--- config.mk ---
export PLATFORM = sky130hd
export DESIGN_NAME = clk_divider_multi
export DESIGN_NICKNAME = d
export VERILOG_FILES = /design/src/rtl/clk_divider_multi.sv
export SDC_FILE = /design/constraint.sdc
export NUM_CORES = 1
export LEC_CHECK = 0
export BUFFER_PORTS_ARGS = -buffer_cell sky130_fd_sc_hd__buf_4
export CAP_MARGIN = 0
export CORE_MARGIN = 2
export CORE_UTILIZATION = 40
export DETAILED_ROUTE_END_ITERATION = 7
export PLACE_DENSITY = 0.59
export SYNTH_ARGS = -nofsm -noshare
export SYNTH_HDL_FRONTEND = slang
export SYNTH_SLANG_ARGS = --single-unit
--- constraint.sdc ---
create_clock -name clk -period 4.92 [get_ports clk]
set_input_delay 0.246 -clock clk [delete_from_list [all_inputs] [get_ports clk]]
set_output_delay 0.246 -clock clk [all_outputs]
set_load 0.03 [all_outputs]
--- src/rtl/clk_divider_multi.sv ---
// Multi-channel programmable clock divider: each channel produces a 50% toggle clock or a
// one-cycle pulse train, with reconfiguration deferred to period boundaries and a global sync.
module clk_divider_multi #(
    parameter int          NCH         = 4,
    parameter int          CNT_W       = 32,
    parameter int unsigned DEFAULT_DIV = 50_000_000,
    localparam int         CH_W        = (NCH > 1) ? $clog2(NCH) : 1
) (
    input  logic             clk,
    input  logic             rst_n,
    input  logic [NCH-1:0]   en,
    input  logic             sync,
    input  logic             cfg_we,
    input  logic [CH_W-1:0]  cfg_ch,
    input  logic [CNT_W-1:0] cfg_div,
    input  logic             cfg_mode,
    output logic [NCH-1:0]   cfg_pending,
    output logic [NCH-1:0]   clk_out,
    output logic [NCH-1:0]   tick
);

    for (genvar i = 0; i < NCH; i++) begin : g_ch
        logic [CNT_W-1:0] cnt;
        logic [CNT_W-1:0] act_div;
        logic [CNT_W-1:0] pend_div;
        logic [CNT_W-1:0] eff_div;
        logic             act_mode;
        logic             pend_mode;
        logic             pend;
        logic             clk_q;
        logic             tick_q;
        logic             wr;
        logic             terminal;
        logic             apply;

        // A zero divisor behaves as one; pending config only lands on a period boundary.
        always_comb begin
            eff_div  = (act_div == '0) ? CNT_W'(1) : act_div;
            wr       = cfg_we && (int'(cfg_ch) == i);
            terminal = en[i] && (cnt == eff_div - CNT_W'(1));
            apply    = pend && (terminal || !en[i] || sync);
        end

        always_ff @(posedge clk or negedge rst_n) begin
            if (!rst_n) begin
                cnt       <= '0;
                clk_q     <= 1'b0;
                tick_q    <= 1'b0;
                pend      <= 1'b0;
                act_div   <= CNT_W'(DEFAULT_DIV);
                act_mode  <= 1'b0;
                pend_div  <= '0;
                pend_mode <= 1'b0;
            end else begin
                if (sync || !en[i]) begin
                    cnt    <= '0;
                    clk_q  <= 1'b0;
                    tick_q <= 1'b0;
                end else if (terminal) begin
                    cnt    <= '0;
                    tick_q <= 1'b1;
                    clk_q  <= act_mode ? 1'b1 : ~clk_q;
                end else begin
                    cnt    <= cnt + CNT_W'(1);
                    tick_q <= 1'b0;
                    if (act_mode) clk_q <= 1'b0;
                end

                // Apply uses the old pending value; a same-cycle write re-arms pending.
                if (apply) begin
                    act_div  <= pend_div;
                    act_mode <= pend_mode;
                    if (pend_mode != act_mode) begin
                        clk_q <= 1'b0;
                        cnt   <= '0;
                    end
                end

                if (wr) begin
                    pend_div  <= cfg_div;
                    pend_mode <= cfg_mode;
                    pend      <= 1'b1;
                end else if (apply) begin
                    pend <= 1'b0;
                end
            end
        end

        assign clk_out[i]     = clk_q;
        assign tick[i]        = tick_q;
        assign cfg_pending[i] = pend;
    end

endmodule
; ---- Word-level counts from Yosys, hierarchy flattened
; Cells that the tools add are included.
[totals]
rom_bits = 0
memories = 0
in_bits = 43
wordCells = 152
latchBits = 0
output_inout_bits = 12
register_bits = 404
mem_bits_rw = 0
[op_classes]
bitwise = 4
div_mod_pow = 0
add_sub_neg = 8
n_reduce_logical = 37
mul = 0
n_eq_ne = 11
magnitude_cmp = 0
muxes = 60
shift = 0
[op_table]
columns = op, n
row1 = 32-bit two-way mux, 20
row2 = "32-bit by 1-bit adder with 32-bit output, second input constant", 4
row3 = 32-bit == test, 4
row4 = 32-bit logical NOT, 4
row5 = "32-bit by 1-bit subtractor with 32-bit output, second input constant", 4
row6 = 1-bit two-way mux, 40
row7 = 1-bit logical AND, 12
row8 = 1-bit logical OR, 12
row9 = 2-bit nonzero test, 4
row10 = "2-bit == test, second input constant", 2
row11 = 1-bit logical NOT, 4
row12 = 1-bit inequality test, 4
row13 = 1-bit NOT, 4
row14 = "2-bit by 1-bit == test with 1-bit output, second input constant", 1
row15 = 2-bit logical NOT, 1

; ---- Logic depth before layout (Yosys ltp)
; Gate-level depths: netlist of the first run.
[depth]
ltp_word = 10
depth_mapped = 16
depth_no_buf = 13

; ---- Worst setup path after synthesis of the first run
; OpenSTA, ideal clock, no wires.
[synth_path]
kind = register to register
start = register g_ch[1].act_div[23]
end = register g_ch[1].act_div[10]
n_path_buf = 3
arrival_time_ps = 4826
synth_period_minus_slack_ps = 4951
setup_ps = 125
required_ps = 4795
setup_slack_ps = -31
stages_incl_launch_ff = 16
path_cell_list = dfstp_2 -> clkbuf_1 -> or4_1 -> clkbuf_1 -> nor3_1 -> a31oi_1 -> ha_1 -> nor4b_1 -> nand3_1 -> a2111o_1 -> o211a_1 -> a211o_1 -> or3_1 -> o31ai_1 -> clkbuf_1 -> mux2_2
[synth_between]
elab_chain_len = 8
[synth_lines]
columns = element, line_no
row1 = start: declaration, 24  ; logic [CNT_W-1:0] act_div;
row2 = start signal: assignment, 50  ; act_div <= CNT_W'(DEFAULT_DIV);
row3 = start signal: assignment, 71  ; act_div <= pend_div;
row4 = 32-bit logical NOT, 38  ; eff_div = (act_div == '0) ? CNT_W'(1) : act_div;
row5 = 32-bit two-way mux *, 38
row6 = 32-bit by 1-bit subtractor with 32-bit output *, 40  ; terminal = en[i] && (cnt == eff_div - CNT_W'(1));
row7 = 32-bit == test *, 40
row8 = 1-bit logical AND *, 40
row9 = 1-bit logical OR * (2 in a row), 41  ; apply = pend && (terminal || !en[i] || sync);
row10 = 1-bit logical AND *, 41
; Mark *: on every way between the ends. The rest lies on a longest branch, timed or not.
; A chain may end at the register's enable or synchronous reset.

; ---- Worst setup path after layout of the first run
[layout_path]
start = register g_ch[0].act_div[5]
end = register g_ch[0].act_div[1]
[layout_between]
elab_chain_len = 8
[layout_lines]
columns = element, line_no
row1 = start: declaration, 24
row2 = start signal: assignment, 50
row3 = start signal: assignment, 71
row4 = 32-bit logical NOT, 38
row5 = 32-bit two-way mux *, 38
row6 = 32-bit by 1-bit subtractor with 32-bit output *, 40
row7 = 32-bit == test *, 40
row8 = 1-bit logical AND *, 40
row9 = 1-bit logical OR * (2 in a row), 41
row10 = 1-bit logical AND *, 41
; Marks and branches as above.

==> results of run 1 <==
layout make-up:
type                       instances  area, µm²  area share [%]
multi-input combinational       1726      12100            45.1
sequential                       404      10200            37.9
timing repair buffer             197       1670            6.23
clock buffer                      59       1290            4.81
tap                              765        957            3.56
inverter                          96        360            1.34
clock inverter                    25        282            1.05
antenna                            3       7.51          0.0279
sequential cells by signal, indices dropped and copies added (netlist names):
| register | count |
|---|---|
| g_ch.cnt | 128 |
| g_ch.act_mode | 4 |
| g_ch.tick_q | 4 |
| g_ch.act_div | 128 |
| g_ch.pend_div | 128 |
| g_ch.pend_mode | 4 |
| g_ch.pend | 4 |
| g_ch.clk_q | 4 |
cells by family (layout without fill, tap and decap cells):
group,after synthesis,count (layout),synth area share (%)
DFF,404,404,44.0
buffers and inverters,233,377,4.10
xor gates and xnor gates,268,268,10.2
other,0,3,0
AOI/OAI and AO/OA,354,354,10.9
muxes,217,217,11.0
adders and majority gates,8,8,0.434
and+or+nand+nor,879,879,19.4
power groups by stage:
stage	Sequential [W]	Combinational, W	Clock [W]
after floorplan	0.00436	0.00187	0
after global placement	0.00452	0.00274	0
after detailed placement	0.00453	0.00278	0
after CTS	0.00448	0.00282	0.00368
after global routing	0.00457	0.00311	0.00381
final	0.00449	0.00284	0.00359
critical path, stage by stage (launching register included):
cell	delay [ps]
dfrtp_1	460
nor4_1	1090
a31oi_2	250
ha_1	270
buf_4	140
or3_1	370
a31oi_1	190
o2111a_1	200
nand4_1	110
or4_4	470
o41ai_4	310
buf_4	210
buf_6	200
mux2_2	350
stage by stage:
stage | TNS (ps) | util [%] | total power, W | setup WS, ps | instance area (µm²)
final | 0 | 46.8 | 0.0109 | 171 | 26900
after global routing | -30.6 | 46.8 | 0.0115 | -21.4 | 26900
after CTS | 0 | 46.6 | 0.0110 | 0.167 | 26700
after detailed placement | 0 | 43.3 | 0.00731 | 45.5 | 24900
after global placement | 0 | 43.3 | 0.00726 | 103 | 24900
after floorplan | 0 | - | 0.00623 | 106 | 23100
cells in the final DEF (no fill, tap or decap), types with 57 or more instances in the layout:
cell / synthesis / final
xor2_1: 126 / 126
nor3_1: 103 / 101
inv_1: 95 / 95
o21ai_0: 63 / 63
xnor2_1: 142 / 142
a21oi_1: 57 / 57
nor2_1: 230 / 230
dfrtp_1: 356 / 355
nand2_1: 151 / 151
nand3_1: 79 / 78
buf_4: 12 / 156
mux2_2: 173 / 173
routing by layer:
layer | global-route usage [%] | wire [µm] | vias to the layer above
met5 | 0 | 0 | -
met4 | 6.12 | 1560 | 0
met3 | 2.55 | 2850 | 86
met2 | 36.9 | 31400 | 433
met1 | 31.3 | 31000 | 9325
li1 | - | - | 8739
how the worst max path moves through the flow:
stage | from | end | slack (ps)
final | g_ch[0].act_div[5]$_DFFE_PN0N_ | g_ch[0].act_div[1]$_DFFE_PN0N_ | 170
after CTS | g_ch[3].act_div[17]$_DFFE_PN1N_ | g_ch[3].act_div[4]$_DFFE_PN0N_ | 0.2
after global routing | g_ch[0].act_div[20]$_DFFE_PN1N_ | g_ch[0].act_div[1]$_DFFE_PN0N_ | -20
after detailed placement | g_ch[3].act_div[22]$_DFFE_PN1N_ | g_ch[3].act_div[4]$_DFFE_PN0N_ | 50
after global placement | g_ch[0].act_div[20]$_DFFE_PN1N_ | g_ch[0].act_div[1]$_DFFE_PN0N_ | 100
after floorplan | g_ch[1].act_div[23]$_DFFE_PN1N_ | g_ch[1].act_div[10]$_DFFE_PN0N_ | 110
repair_timing:
item | CTS | global route
buffers inserted | 0 | 2
resized for setup | 0 | 13
hold buffers | 31 | 0
hold endpoints to repair | 187 | 0
endpoints found under the setup margin | 0 | 129
==> out/results.tsv, run 1 <==
metric	value	unit
fin_nets	2521	
grt_max_degree	110	
p_comb_share	26.0	%
syn2layout_area_growth	16.3	%
grt_overflow	0	
reg2reg_to	g_ch[0].act_div[1]$_DFFE_PN0N_	
first_pass_iters	5	
die_w	244	µm
min_path_cells	2	
period_needed	4750	ps
hold_violations	0	
swShare	31.9	%
fillerInstances	5336	
wl_per_cell	20.4	µm
crit_fanout	11	
p_int	0.00743	W
crit_path_start_kind	register	
avgSynthCellArea	9.77	µm²
io_pins	55	
reg2reg_from	g_ch[0].act_div[5]$_DFFE_PN0N_	
power_frac_seq	41.1	%
worstPathRequired	5400	ps
core	57400	µm²
syn_inst	2363	
hold_class	in2reg	
hold_start	cfg_div[3]	
yosys-top-cells-count	dfrtp_1, nor2_1, mux2_2	
r2r_cells	13	
syn-cell-area	23100	µm²
worst_slew_pin_slew	1330	ps
power.density	406	nW/µm²
synth_edf_count	0	
drt_wl_total	66.9	mm
ant_nets	0	
worstSkewPairLatency	590	ps
yosys_warnings	0	
drc	0	
synth_ff_type	dfrtp_1	
endpoint_kind	register	
numCtsBuffers	45	
num_rows	88	
htreeDepth	2	
clock_path_buffers	3	
slew_violations	0	
synth_sequential_area_ratio	44.0	%
critPathArrivalTime	5230	ps
synth_top_area_cell	dfrtp_1	
holdPathEnd	g_ch[2].pend_div[3]$_DFFE_PN0P_	
hpwl	47.6	mm
grt_usage	22.4	%
critPathKind	reg2reg	
async_flop_share	100	%
viasPerCell	5.67	
cts_root_buffer	clkbuf_16	
clk_pin_slew	60	ps
cts_tree	done	
syn-num-nets	2414	
yosysMostFrequentCell	dfrtp_1	
drt_iter0_markers	1251	
port_buffers	54	
die_h	244	µm
synthTopCellsByArea	dfrtp_1, mux2_2, dfstp_2	
die-area	59700	µm²
hold_ws	23.1	ps
fmax	211	MHz
rrSetupSlack	170	ps
drive_gt1_share	22.1	%
synth_seq_cells	404	
antenna_found_initial	5	
cts.sinks	404	
dr_total_vias	18600	
grt_pass1_vias	18500	
status	complete, no violations	
finalCritPeriodShare	96.5	%
drv_cap	0	
skew	22.4	ps
p_leak	10.7	nW
yosysTopAreaCellShare	38.6	%
gp_congestion	0.910	
relSlewSlack	10.2	%
power_frac_clock	32.8	%
final_cells	3275	
setup_viol	0	
placedCellCount	3154	
initial_utilization	40.3	%
grt_pass1_wl	106	mm
synth.distinct_cells	82	
switching_power	0.00349	W
ir_worst_vdd	0.260	mV
No activity file was read; power rests on OpenSTA's default activity.
==> run 2, diff against run 1 <==
- SETUP_SLACK_MARGIN: not set -> 0.4
==> out/results.tsv, run 2 (same netlist as run 1, synthesis figures left out) <==
metric	value	unit
slew_violations	0	
finalWorstSetupSlack	530	ps
gp_congestion	0.933	
cts.sinks	404	
post-route-util	47.4	%
stdcell_area	27200	µm²
cpPeakStageDelay	570	ps
grt_usage	22.4	%
power.density	403	nW/µm²
drive_gt1_share	23.0	%
core	57400	µm²
fin_tns_setup	0	ps
p_leak	10.8	nW
cp_cell_sequence	or4_4 > or3_4 > nor3_4 > a31oi_2 > ha_2 > or4b_4 > or2_4 > nor4_4 > xnor2_1 > a2111o_1 > or4_4 > o41ai_4 > buf_6 > clkbuf_16 > mux2_4	
fmax	228	MHz
skew	22.6	ps
drt_iter0_markers	1203	
grt_pass1_wl	106	mm
crit_start	g_ch[0].act_div[23]$_DFFE_PN1N_	
fin_nets	2523	
clk_pin_slew	60	ps
cts_tree	done	
hold_violations	0	
crit_fanout	9	
die_h	244	µm
antenna_found_initial	0	
worst_slew_pin_slew	1120	ps
ant_nets	0	
port_buffers	54	
final_cell_mix	dfrtp_1, nor2_1, mux2_2	
initial_utilization	40.3	%
crit_path_start_kind	register	
status	complete, no violations	
critPathArrivalTime	4870	ps
report.power.total	0.0110	W
drt_wl_total	67.2	mm
grt_pass1_vias	18400	
die-area	59700	µm²
drc	0	
endpoint_kind	register	
numCtsBuffers	46	
htreeDepth	2	
layout_commonest_cell	dfrtp_1	
clock_path_buffers	3	
relSlewSlack	25.2	%
dr_total_vias	18700	
viasPerCell	5.70	
post_dp_cell_area	24700	µm²
reg_top3	g_ch.act_div: 128 flops, g_ch.cnt: 128 flops, g_ch.pend_div: 128 flops	
die_w	244	µm
first_pass_iters	6	
cts_root_buffer	clkbuf_16	
critPathKind	reg2reg	
ir_worst_vdd	0.244	mV
crit_family	simple AND/OR/NAND/NOR gates	
worstPathRequired	5400	ps
num_rows	88	
crit_top_cell	or4_4	
syn2layout_area_growth	17.7	%
setup_viol	0	
wl_per_cell	20.5	µm
cp_slowest_cell	or4_4	
drv_cap	0	
grt_overflow	0	
worstSkewPairLatency	600	ps
io_pins	55	
cp_num_buf_inv	2	
hold_start	cfg_div[25]	
finalCritPeriodShare	89.2	%
grt_max_degree	95	
hold_class	in2reg	
period_needed	4390	ps
rsz0062_at_grt	true	
hpwl	47.2	mm
reg2reg_from	g_ch[0].act_div[23]$_DFFE_PN1N_	
pre_cts_slack	-34.7	ps
run 2: cell types whose count changed in the layout (fill, tap and decap cells not counted), moves of 4 or more:
cell and change:
buf_4 -9, o32ai_1 -8, o32ai_2 +8, clkbuf_1 +7
nor4_1 -6, buf_6 +4, clkinv_4 -4, nor4_2 +4
or4_1 -4, or4_4 +4
run 2: final cells by class:
| cell class | instances | area [µm²] |
|---|---|---|
| multi-input combinational | 1726 | 12400 |
| tap | 765 | 957 |
| antenna | 1 | 2.50 |
| inverter | 96 | 360 |
| fill | 5410 | 30200 |
| timing repair buffer | 198 | 1760 |
| clock buffer | 69 | 1360 |
| clock inverter | 17 | 213 |
| sequential | 404 | 10200 |
run 2: path summary, 6_finish.rpt:
kind,endpoint,slack [ps],depth (start not counted)
min reg2reg,g_ch[1].act_div[25]$_DFFE_PN1N_,500,1
min,g_ch[1].pend_div[25]$_DFFE_PN0P_,30,2
max reg2reg,g_ch[0].act_div[31]$_DFFE_PN0N_,530,15
max in group asynchronous,g_ch[2].pend_div[2]$_DFFE_PN0P_,3410,3
max,g_ch[0].act_div[31]$_DFFE_PN0N_,530,15
min in group asynchronous,g_ch[3].tick_q$_DFF_PN0_,230,2
run 2: timing repair:
item	CTS	global route
pin swaps	2	16
hold endpoints to repair	164	0
endpoints found under the setup margin	155	265
setup buffers	2	20
hold buffers	33	0
cloned	1	4
gates resized for setup	15	40
run 2: layer usage:
metal  vias up  GRT usage, %  share of wire, %
li1       8746             -                 -
met1      9450          31.6                47
met2       396          36.4                46
met3        92          2.68               3.9
met4         0          6.17               2.6
met5         -             0                 0
run 2: power by group:
group / leakage [nW] / internal, W / switching (W)
combinational: 5.08 / 0.00140 / 0.00142
sequential: 4.99 / 0.00394 / 0.000627
clock: 0.771 / 0.00212 / 0.00145
total: 10.8 / 0.00746 / 0.00350
run 2: worst register-to-register path, cell delays in order (launching register included):
cell,delay [ps]
dfstp_2,380
or4_4,570
or3_4,380
nor3_4,210
a31oi_2,140
ha_2,220
or4b_4,230
or2_4,140
nor4_4,40
xnor2_1,130
a2111o_1,290
or4_4,540
o41ai_4,310
buf_6,210
clkbuf_16,190
mux2_4,300
run 2: stage by stage:
stage	hold slack [ps]	cells
3_5_place_dp	289	3129
5_1_grt	11.5	3275
4_1_cts	0.929	3251
6_report	33.1	3276
2_1_floorplan	-49.6	2363
3_3_place_gp	282	3129
